--- config.mk ---
export PLATFORM = sky130hd
export DESIGN_NAME = ss_division_param
export DESIGN_NICKNAME = d
export VERILOG_FILES = /design/src/rtl/ss_division_param.sv
export SDC_FILE = /design/constraint.sdc
export NUM_CORES = 1
export LEC_CHECK = 0
export ABC_AREA = 0
export ABC_CLOCK_PERIOD_IN_PS = 5200
export CAP_MARGIN = 30
export CORE_UTILIZATION = 52
export DETAILED_ROUTE_END_ITERATION = 8
export GPL_ROUTABILITY_DRIVEN = 1
export PLACE_DENSITY = 0.84
export RECOVER_POWER = 25
export SYNTH_ARGS = -nofsm -noshare
export SYNTH_HDL_FRONTEND = slang
export SYNTH_SLANG_ARGS = --single-unit
--- constraint.sdc ---
create_clock -name clk -period 5.2 [get_ports clk]
set_clock_uncertainty 0.1 [all_clocks]
set_input_delay 0.52 -clock clk [delete_from_list [all_inputs] [get_ports clk]]
set_output_delay 0.52 -clock clk [all_outputs]
set_load 0.1 [all_outputs]
--- src/rtl/ss_division_param.sv ---
// Stochastic-symbol divider: an integrating error counter drives a symbol generator so that
// mean(z_output) tracks mean(x)/mean(y), with windowed mean, saturation and divide-by-zero status.
module ss_division_param #(
  parameter int SYM_W    = 3,
  parameter int SYM_MAX  = 4,
  parameter int FRAC_W   = 5,
  parameter int CNT_W    = 9,
  parameter int WIN_LOG2 = 8,
  parameter int DZ_LIMIT = 16
) (
  input  logic                      clk,
  input  logic                      rst,
  input  logic                      clear,
  input  logic                      in_valid,
  input  logic [SYM_W-1:0]          x_ss,
  input  logic [SYM_W-1:0]          y_ss,
  input  logic [FRAC_W-1:0]         z_randnum,
  output logic [SYM_W-1:0]          z_output,
  output logic                      out_valid,
  output logic [WIN_LOG2+SYM_W-1:0] win_sum,
  output logic                      win_done,
  output logic                      sat_flag,
  output logic                      dz_flag
);

  localparam int I_W   = CNT_W - FRAC_W;
  localparam int T_W   = CNT_W + 2;
  localparam int P_W   = 2 * SYM_W;
  localparam int ACC_W = WIN_LOG2 + SYM_W;
  localparam int DZ_W  = $clog2(DZ_LIMIT + 1);

  localparam logic [CNT_W-1:0] CNT_MAX   = '1;
  localparam logic [SYM_W-1:0] SYM_MAX_L = SYM_W'(SYM_MAX);
  localparam logic [I_W-1:0]   SYM_MAX_I = I_W'(SYM_MAX);
  localparam logic [DZ_W-1:0]  DZ_LIM_L  = DZ_W'(DZ_LIMIT);

  logic [CNT_W-1:0]    cnt_q, cnt_d;
  logic [SYM_W-1:0]    z_output_q;
  logic                out_valid_q;
  logic [ACC_W-1:0]    win_sum_q;
  logic                win_done_q;
  logic                sat_flag_q, sat_set;
  logic                dz_flag_q;
  logic [WIN_LOG2-1:0] win_cnt_q;
  logic [ACC_W-1:0]    acc_q, acc_sum;
  logic [DZ_W-1:0]     dz_cnt_q, dz_cnt_d;

  logic [SYM_W-1:0]    xc, yc, z;
  logic [I_W-1:0]      int_part;
  logic [FRAC_W-1:0]   frac_part;
  logic [P_W-1:0]      prod;
  logic signed [T_W-1:0] t_val;
  logic                win_last;

  // Generator and clamped counter update, all derived from the current counter value
  always_comb begin
    xc        = (x_ss > SYM_MAX_L) ? SYM_MAX_L : x_ss;
    yc        = (y_ss > SYM_MAX_L) ? SYM_MAX_L : y_ss;
    int_part  = cnt_q[CNT_W-1:FRAC_W];
    frac_part = cnt_q[FRAC_W-1:0];
    if (int_part >= SYM_MAX_I) begin
      z = SYM_MAX_L;
    end else begin
      z = int_part[SYM_W-1:0] + SYM_W'(frac_part > z_randnum);
    end
    prod    = P_W'(yc) * P_W'(z);
    t_val   = $signed({2'b00, cnt_q}) + $signed(T_W'(xc)) - $signed(T_W'(prod));
    sat_set = 1'b0;
    if (t_val < 0) begin
      cnt_d = '0;
    end else if (t_val > $signed({2'b00, CNT_MAX})) begin
      cnt_d   = CNT_MAX;
      sat_set = 1'b1;
    end else begin
      cnt_d = t_val[CNT_W-1:0];
    end
    win_last = (win_cnt_q == '1);
    acc_sum  = acc_q + ACC_W'(z);
    if (yc != '0) begin
      dz_cnt_d = '0;
    end else if (dz_cnt_q == DZ_LIM_L) begin
      dz_cnt_d = dz_cnt_q;
    end else begin
      dz_cnt_d = dz_cnt_q + 1'b1;
    end
  end

  always_ff @(posedge clk) begin
    if (rst) begin
      cnt_q       <= '0;
      z_output_q  <= '0;
      out_valid_q <= 1'b0;
      win_sum_q   <= '0;
      win_done_q  <= 1'b0;
      sat_flag_q  <= 1'b0;
      dz_flag_q   <= 1'b0;
      win_cnt_q   <= '0;
      acc_q       <= '0;
      dz_cnt_q    <= '0;
    end else if (clear) begin
      // Restart everything except the last completed window result
      cnt_q       <= '0;
      z_output_q  <= '0;
      out_valid_q <= 1'b0;
      win_done_q  <= 1'b0;
      sat_flag_q  <= 1'b0;
      dz_flag_q   <= 1'b0;
      win_cnt_q   <= '0;
      acc_q       <= '0;
      dz_cnt_q    <= '0;
    end else if (in_valid) begin
      cnt_q       <= cnt_d;
      z_output_q  <= z;
      out_valid_q <= 1'b1;
      win_cnt_q   <= win_cnt_q + 1'b1;
      if (sat_set) sat_flag_q <= 1'b1;
      if (win_last) begin
        win_sum_q  <= acc_sum;
        acc_q      <= '0;
        win_done_q <= 1'b1;
      end else begin
        acc_q      <= acc_sum;
        win_done_q <= 1'b0;
      end
      dz_cnt_q <= dz_cnt_d;
      if (dz_cnt_d == DZ_LIM_L) dz_flag_q <= 1'b1;
    end else begin
      out_valid_q <= 1'b0;
      win_done_q  <= 1'b0;
    end
  end

  assign z_output  = z_output_q;
  assign out_valid = out_valid_q;
  assign win_sum   = win_sum_q;
  assign win_done  = win_done_q;
  assign sat_flag  = sat_flag_q;
  assign dz_flag   = dz_flag_q;

endmodule

==> results of run 1 <==
-- where the power goes --
part	internal, mW	total [mW]	switching [mW]
sequential	0.427	0.471	0.0442
combinational	1.21	2.35	1.14
clock	0.145	0.286	0.141
total	1.78	3.11	1.33
-- cell usage in the layout (no fill, tap or decap), types with 4 or more instances in the layout --
cell type        synthesis  final
nor2_1                  59     58
dfxtp_1                 51     51
nand2_1                 31     29
inv_1                   29     25
ha_1                    30     22
clkdlybuf4s50_1          0     20
buf_4                    0     20
a21oi_1                 18     16
xnor2_1                 15     14
o21ai_0                 14     13
nand3_1                 12     11
xor2_1                  10     10
and3_1                   9      9
a211oi_1                 9      9
dlygate4sd3_1            0      9
o21ai_1                  8      8
mux2i_1                  7      7
a21o_1                   7      7
a22oi_1                  7      7
or3_1                    7      6
fa_1                     7      6
ha_4                     0      6
nor2b_1                  5      5
clkbuf_8                 0      5
nand2b_1                 4      4
inv_2                    0      4
o21a_1                   4      4
nand4_1                  4      4
nor3_1                   4      4
buf_6                    1      4
-- path summary, 6_finish.rpt --
path,startpoint,to,cells after the start
setup reg to reg,cnt_q[1],cnt_q[6],23
hold reg to reg,sat_flag,sat_flag,2
hold / removal,sat_flag,sat_flag,2
setup / recovery,z_randnum[3],cnt_q[6],23
-- state kept, by name, summed over array words and instances (netlist names) --
signal     flops
acc_q         11
cnt_q          9
dz_cnt_q       5
dz_flag        1
out_valid      1
sat_flag       1
win_cnt_q      8
win_done       1
win_sum       11
z_output       3
-- cells by family after synthesis --
| kind of cell | count (synthesis) | share of synthesized area, % |
|---|---|---|
| fa+ha+maj | 37 | 16.16 |
| compound gates | 78 | 15.33 |
| simple gates | 148 | 22.59 |
| mux | 7 | 2.196 |
| xor+xnor | 25 | 6.863 |
| flops | 51 | 32.00 |
| buf+inv | 39 | 4.862 |
-- synth_stat cells, drive strengths merged (2+ instances only) --
| cell type | number | area, sq um |
|---|---|---|
| buf | 2 | 16.26 |
| or2 | 3 | 18.77 |
| dfxtp | 51 | 1021 |
| nand3 | 14 | 87.59 |
| ha | 30 | 375.4 |
| a21oi | 18 | 90.09 |
| nor2b | 5 | 31.28 |
| clkbuf | 8 | 30.03 |
| nor2 | 59 | 221.5 |
| xnor2 | 15 | 131.4 |
| o21bai | 2 | 15.01 |
| a21o | 7 | 52.55 |
| xor2 | 10 | 87.58 |
| o21a | 4 | 30.03 |
| and3 | 9 | 56.30 |
| mux2i | 7 | 70.07 |
| nand4 | 4 | 25.02 |
| nand3b | 2 | 15.01 |
| nand2 | 31 | 116.4 |
| nand2b | 4 | 25.02 |
| a211oi | 9 | 67.56 |
| o21ai | 22 | 110.1 |
| inv | 29 | 108.9 |
| nor3 | 5 | 36.29 |
| a22oi | 7 | 52.55 |
| or3 | 7 | 43.79 |
| fa | 7 | 140.1 |
-- layout make-up --
class	instances	area, sq um	area share, %
Clock buffer	5	68.82	1.717
Clock inverter	3	46.29	1.155
Inverter	29	108.9	2.716
Multi-Input combinational cell	295	2153	53.73
Sequential cell	51	1021	25.48
Tap cell	75	93.84	2.342
Timing Repair Buffer	56	515.5	12.86
-- worst max-delay path: stages --
cell             delay (ns)
clkdlybuf4s50_1        0.47
inv_2                  0.05
ha_4                   0.26
o21ai_2                0.05
nand2b_1               0.09
a21oi_2                0.06
a31oi_1                0.17
ha_2                   0.22
ha_4                   0.14
xnor2_2                0.13
and2_4                 0.20
nor2_4                 0.04
fa_1                   0.58
ha_4                   0.21
fa_2                   0.58
inv_2                  0.06
ha_4                   0.24
and3_1                 0.19
o21a_1                 0.18
o21a_1                 0.18
or3_4                  0.37
a21oi_2                0.12
o21ai_1                0.06
-- timing repair --
action / in CTS / in global routing
endpoints found under the hold margin: 0 / 0
pin swaps: 20 / 19
setup endpoints to repair: 10 / 10
hold buffers: 0 / 0
buffers inserted: 1 / 1
resized for setup: 16 / 21
-- through the flow --
stage / cells / setup TNS (ns) / cell area (sq um)
2_1_floorplan: 385 / 0 / 3191
3_3_place_gp: 504 / -4.557 / 3724
3_5_place_dp: 504 / -6.629 / 3724
4_1_cts: 513 / 0 / 3914
5_1_grt: 514 / -0.06567 / 4008
6_report: 514 / 0 / 4008
-- per-layer routing --
metal / part of all wire, % / vias up
li1: - / 1431
met1: 45 / 1343
met5: 0 / -
met4: 3.3 / 0
met3: 3.9 / 22
met2: 48 / 85
==> impl_metrics.yaml, run 1 <==
sta:
  finalCritPeriodShare_pct: 97.36
  setup_viol: 0
  whs_ns: 0.3670
  finalHoldViolCount: 0
  period_minus_slack_ns: 5.063
  worst_slew_pin_slew_ns: 1.000
  fmax_mhz: 197.5
  worst_slew_margin_rel_pct: 33.09
  setup_ws_ns: 0.1373
  finalMaxSlewViolations: 0
power_and_ir_drop:
  finalPower_mw: 3.110
  p_leak_nw: 1.603
  peakVddDrop_v: 0.0006571
  power_density_nw_per_um2: 776.0
setup_path:
  cp-start-kind: "input pin"
  arrival_ns: 5.17
  crit_fanout: 4
  regToRegSetupSlack_ns: 0.15
  end_kind: "flop"
  timing.setup.critical_path_class: "input pin to flop"
  worstPathRequired_ns: 5.31
yosys:
  syn_inst: 385
  avgSynthCellArea_sq_um: 8.287
  synth-edff-count: 0
  synth_seq_cells: 51
  seq_area_frac_synth_pct: 32.00
  ys_types: 47
  synthFlopType: "dfxtp_1"
  netlist_area_sq_um: 3191
  synth_nets: 437
  synth-async-reset-ratio_pct: 0
  synth_warnings: 0
clock_network:
  cts_buffer_depth: 2
  numCtsBuffers: 5
  clk_pin_slew_ns: 0.09
  cts_sinks: 51
  cts_max_level: 2
  root_buffer: "clkbuf_8"
  clk_latency_ns: 0.32
  cts_tree: "built"
global_routing:
  grt_pass1_wl_mm: 11.28
  antenna_found_initial: 0
  gr-usage-met1_pct: 28.11
  grt_pass1_vias: 2600
  grt_use_met2_pct: 38.21
  grt_max_degree: 34
  grt_overflow_total: 0
  grt_usage_pct: 22.65
  use_met3_pct: 3.864
  globalRoute.busiestLayer: "met2"
detailed_routing:
  firstDrtPassIters: 5
  avgRoutedWirePerCell_um: 14.02
  drc: 0
  final_antenna_net_count: 0
  viasPerCell: 5.605
  drtIter0Drc: 217
  num_vias: 2881
  totalWireLength_mm: 7.204
job:
  maxCapViolations: 0
layout:
  diodes: 0
  nets: 490
  drive_gt1_share_pct: 14.81
  syn_to_final_growth_pct: 25.61
  finish.utilization_pct: 67.69
  fillers: 438
floorplanning:
  fp.coreArea_sq_um: 5921
  dieArea_sq_um: 6453
  io_pins: 33
  initial_core_util_pct: 53.89
  fp.dieH_um: 80.33
  fp.dieW_um: 80.33
  num_rows: 28
place:
  gp_congestion: 0.8979
  io_buffer_count: 32
  pre_cts_ws_ns: -0.6942
  dp_hpwl_mm: 5.143
outcome:
  status: "finished clean"
hold_path:
  hp-class: "flop to flop"
No activity file was read; power rests on OpenSTA's default activity.
==> run 2: changes to the inputs <==
Settings changed: CORE_UTILIZATION 52 to 53, CTS_BUF_LIST set to sky130_fd_sc_hd__clkbuf_4 sky130_fd_sc_hd__clkbuf_8, PLACE_DENSITY 0.84 to 0.85, TNS_END_PERCENT set to 50.
==> impl_metrics.yaml, run 2 (synthesized netlist as in run 1, its figures left out) <==
detailed_routing:
  avgRoutedWirePerCell_um: 16.14
  drc: 0
  final_antenna_net_count: 0
  viasPerCell: 5.825
  firstDrtPassIters: 5
  totalWireLength_mm: 8.233
  drtIter0Drc: 239
  num_vias: 2971
global_routing:
  grt_overflow_total: 0
  grt_pass1_vias: 2680
  grt_usage_pct: 23.92
  grt_max_degree: 34
  antenna_found_initial: 0
  grt_pass1_wl_mm: 11.90
sta:
  worst_slew_margin_rel_pct: 34.64
  setup_viol: 2
  setup-tns-final_ns: -0.004923
  setup_ws_ns: -0.003461
  worst_slew_pin_slew_ns: 0.9773
  period_minus_slack_ns: 5.203
  finalHoldViolCount: 0
  fmax_mhz: 192.2
  finalCritPeriodShare_pct: 100.1
  rsz0062_at_grt: "yes"
  finalMaxSlewViolations: 0
floorplanning:
  io_pins: 33
  num_rows: 27
  dieArea_sq_um: 6335
  fp.coreArea_sq_um: 5642
  initial_core_util_pct: 56.55
  fp.dieW_um: 79.59
  fp.dieH_um: 79.59
layout:
  drive_gt1_share_pct: 16.67
  diodes: 0
  syn_to_final_growth_pct: 27.80
  fillers: 360
  finish.utilization_pct: 72.28
  final_cells: 510
  nets: 490
  final_common_cell: "nor2_1"
  final_cell_mix: "nor2_1, dfxtp_1, nand2_1, clkdlybuf4s50_1, inv_1"
clock_network:
  numCtsBuffers: 5
  clk_pin_slew_ns: 0.09
  hold_buffers: 0
  root_buffer: "clkbuf_8"
  clk_latency_ns: 0.31
  cts_sinks: 51
  cts_tree: "built"
  cts_max_level: 2
  cts_buffer_depth: 2
place:
  place_inst: 499
  dp_hpwl_mm: 5.257
  gp_congestion: 0.9100
  io_buffer_count: 32
power_and_ir_drop:
  peakVddDrop_v: 0.0007929
  p_leak_nw: 1.590
  finalPower_mw: 3.331
  power_density_nw_per_um2: 816.9
setup_path:
  crit_fanout: 6
  slowest_delay_ns: 0.59
  worstPathCellList: "clkdlybuf4s50_1 > inv_1 > ha_1 > and3_1 > a31oi_2 > ha_2 > ha_4 > xnor2_4 > and2_4 > nor2_4 > fa_1 > ha_4 > fa_1 > inv_1 > ha_4 > a21o_4 > o2bb2ai_4 > or4_4 > nand3_4 > buf_6 > nor2_4 > o21ai_2"
  cp-start-kind: "input pin"
  end_kind: "flop"
  timing.setup.critical_path_class: "input pin to flop"
  worst_path_max_delay_cell: "fa_1"
  crit_top_cell: "ha_4"
  worstPathRequired_ns: 5.34
  arrival_ns: 5.34
outcome:
  status: "finished, violations left"
  violations: "setup timing"
hold_path:
  hp-class: "flop to flop"
job:
  maxCapViolations: 0
run 2: cell types whose count changed in the layout (fill, tap and decap cells not counted), moves of 2 or more:
cell and delta:
clkdlybuf4s50_1 +6, nor2_1 -3, ha_4 +2, dlygate4sd3_1 -7
ha_1 -2, nor2_4 +2
run 2: final timing paths:
check / startpoint / end / slack (ns) / cells past startpoint
setup / recovery: z_randnum[4] / cnt_q[3] / -0.003 / 22
hold / removal: acc_q[0] / acc_q[0] / 0.38 / 2
setup reg to reg: cnt_q[1] / cnt_q[3] / 0.06 / 24
hold reg to reg: acc_q[0] / acc_q[0] / 0.38 / 2
run 2: stage by stage:
stage | area, sq um | setup WS, ns | hold WS [ns]
floorplan | 3191 | 0.1084 | 0.3441
global placement | 3705 | -0.4970 | 0.3529
detailed placement | 3705 | -0.6826 | 0.3594
CTS | 3889 | 0.005213 | 0.3789
global route | 4078 | -0.1393 | 0.3976
finish | 4078 | -0.003461 | 0.3813
run 2: area by class of cell:
| type | count | area [sq um] | share of cell area, % |
|---|---|---|---|
| well taps | 72 | 90.09 | 2.209 |
| inverters | 29 | 108.9 | 2.670 |
| clock inverters | 1 | 8.758 | 0.2148 |
| clock buffers | 6 | 82.58 | 2.025 |
| multi-input cells | 295 | 2245 | 55.05 |
| flip-flops and latches | 51 | 1022 | 25.07 |
| repair buffers | 56 | 520.5 | 12.76 |
run 2: per-layer routing:
layer / vias up / wire [um] / GRT usage (%)
met5: - / 0 / 0
met4: 0 / 260 / 7.273
met3: 28 / 341 / 3.086
met2: 114 / 4029 / 41.71
met1: 1399 / 3603 / 30.46
li1: 1430 / - / -
run 2: worst max-delay path: cells and delay by family:
kind,cells,cell delay (ns)
AO/OA/AOI/OAI,4,0.66
XOR/XNOR,1,0.12
adder cells (fa/ha/maj),7,2.15
buffers and inverters,4,0.75
AND/OR/NAND/NOR,6,1.13
run 2: report_power, final:
group	switching, mW	internal [mW]	total [mW]
clock network	0.133	0.107	0.240
registers	0.0504	0.428	0.478
logic	1.26	1.35	2.61
run 2: timing repair:
item                       4_1_cts  5_1_grt
gates resized for setup         15       36
buffers inserted                 1        3
setup endpoints to repair       10       10
pin swaps                       12       22
==> run 3: changes to the inputs <==
Settings changed: ABC_AREA 0 to 1, TNS_END_PERCENT 50 to 30.
==> impl_metrics.yaml, run 3 <==
outcome:
  status: "finished clean"
floorplanning:
  io_pins: 33
  dieArea_sq_um: 6382
  fp.dieH_um: 79.89
  initial_core_util_pct: 54.63
  num_rows: 28
  fp.dieW_um: 79.89
  fp.coreArea_sq_um: 5886
yosys:
  yosys-top-cells-count: "nand2_1, inv_1, dfxtp_1"
  netlist_area_sq_um: 3216
  synth-edff-count: 0
  synth_seq_cells: 51
  synth_area_leaders: "dfxtp_1, nand2_1, ha_1"
  avgSynthCellArea_sq_um: 7.146
  ys_types: 34
  synth_nets: 502
  synthFlopType: "dfxtp_1"
  synth_warnings: 0
  synth_top_area_share_pct: 31.75
  synth.most_common_cell: "nand2_1"
  synth-async-reset-ratio_pct: 0
  syn_inst: 450
  seq_area_frac_synth_pct: 31.75
  yosysTopAreaCell: "dfxtp_1"
place:
  dp_hpwl_mm: 5.560
  gp_congestion: 0.9333
  dpl_cell_area_sq_um: 3711
  io_buffer_count: 32
detailed_routing:
  final_antenna_net_count: 0
  num_vias: 3142
  drc: 0
  firstDrtPassIters: 5
  avgRoutedWirePerCell_um: 14.07
  totalWireLength_mm: 8.107
  viasPerCell: 5.455
  drtIter0Drc: 312
global_routing:
  grt_max_degree: 28
  grt_usage_pct: 25.29
  grt_overflow_total: 0
  grt_pass1_vias: 2915
  antenna_found_initial: 0
  grt_pass1_wl_mm: 12.79
clock_network:
  cts_sinks: 51
  hold_buffers: 0
  numCtsBuffers: 5
  clk_pin_slew_ns: 0.10
  cts_tree: "built"
  cts_max_level: 2
  root_buffer: "clkbuf_8"
  cts_buffer_depth: 2
  clk_latency_ns: 0.31
sta:
  fmax_mhz: 195.6
  period_minus_slack_ns: 5.112
  finalCritPeriodShare_pct: 98.30
  finalMaxSlewViolations: 0
  worst_slew_margin_rel_pct: 34.13
  setup_viol: 0
  worst_slew_pin_slew_ns: 0.9850
  finalHoldViolCount: 0
  setup-tns-final_ns: 0
setup_path:
  crit_family: "adder cells"
  startpoint: "z_randnum[4]"
  worstPathRequired_ns: 5.28
  end_kind: "flop"
  timing.setup.critical_path_class: "input pin to flop"
  cp-start-kind: "input pin"
  arrival_ns: 5.19
  reg2reg_from: "cnt_q[3]"
  regToRegSetupSlack_ns: 0.34
  slowest_delay_ns: 0.58
  worst_path_max_delay_cell: "fa_1"
  crit_fanout: 8
  crit_buf_inv: 4
hold_path:
  hp-class: "flop to flop"
  hp-start: "acc_q[2]"
layout:
  syn_to_final_growth_pct: 25.37
  diodes: 0
  drive_gt1_share_pct: 13.77
  final_cell_mix: "nand2_1, inv_1, dfxtp_1, nor2_1, a21oi_1"
  final_common_cell: "nand2_1"
  nets: 552
  fin_area_sq_um: 4031
job:
  maxCapViolations: 0
power_and_ir_drop:
  peakVddDrop_v: 0.0001855
  power_density_nw_per_um2: 364.7
  p_leak_nw: 1.740
[run 3: metrics by stage]
stage	std cells	power (mW)	hold slack, ns	util [%]	worst slack, ns
6_report	576	1.470	0.3832	68.49	0.08833
5_1_grt	576	1.549	0.4034	68.49	-0.06271
4_1_cts	573	1.359	0.3809	66.37	0.01495
3_5_place_dp	565	1.021	0.3651	63.05	-0.5299
3_3_place_gp	565	1.005	0.3529	63.05	-0.3785
2_1_floorplan	450	0.8255	0.3491	-	0.2651
[run 3: worst register-to-register path: cells and delay by family (launching register included)]
kind                       cells  cell delay (ns)
AOI/OAI and AO/OA              3             0.44
buffers and inverters          3             0.26
DFF                            1             0.50
and+or+nand+nor               12             1.18
adders and majority gates      7             2.22
[run 3: final cells by class]
class	count	area [sq um]
tap	75	93.84
sequential	51	1021
fill	426	1854
timing repair buffer	51	459.2
multi-input combinational	319	2059
inverter	71	269.0
clock inverter	2	38.79
timing repair inverter	1	7.507
clock buffer	6	82.58
[run 3: logic make-up after synthesis]
group	synth area share [%]
compound gates	13.62
buf+inv	9.728
flops	31.75
xor+xnor	4.631
simple gates	24.24
fa+ha+maj	16.03
[run 3: power by group]
| part | leakage (nW) | internal [mW] | switching (mW) | total (mW) |
|---|---|---|---|---|
| combinational | 1.27 | 0.310 | 0.443 | 0.754 |
| sequential | 0.412 | 0.405 | 0.0144 | 0.419 |
| clock | 0.0618 | 0.158 | 0.139 | 0.297 |
[run 3: final timing paths]
check        depth (start not counted)       end
max                                 26  cnt_q[4]
min                                  2  acc_q[2]
max reg2reg                         25  cnt_q[4]
min reg2reg                          2  acc_q[2]
[run 3: timing repair]
action                     4_1_cts  5_1_grt
buffers inserted                 0        2
pin swaps                        9       13
setup endpoints to repair       10       10
gates cloned                     0        1
resized for setup               14       20
[run 3: layer usage]
metal / routed length (um) / global-route usage [%] / share of wire [%] / vias up
li1: - / - / - / 1533
met3: 536 / 3.086 / 6.6 / 20
met2: 3898 / 42.99 / 48 / 139
met5: 0 / 0 / 0 / -
met1: 3493 / 33.31 / 43 / 1450
met4: 178 / 7.679 / 2.2 / 0
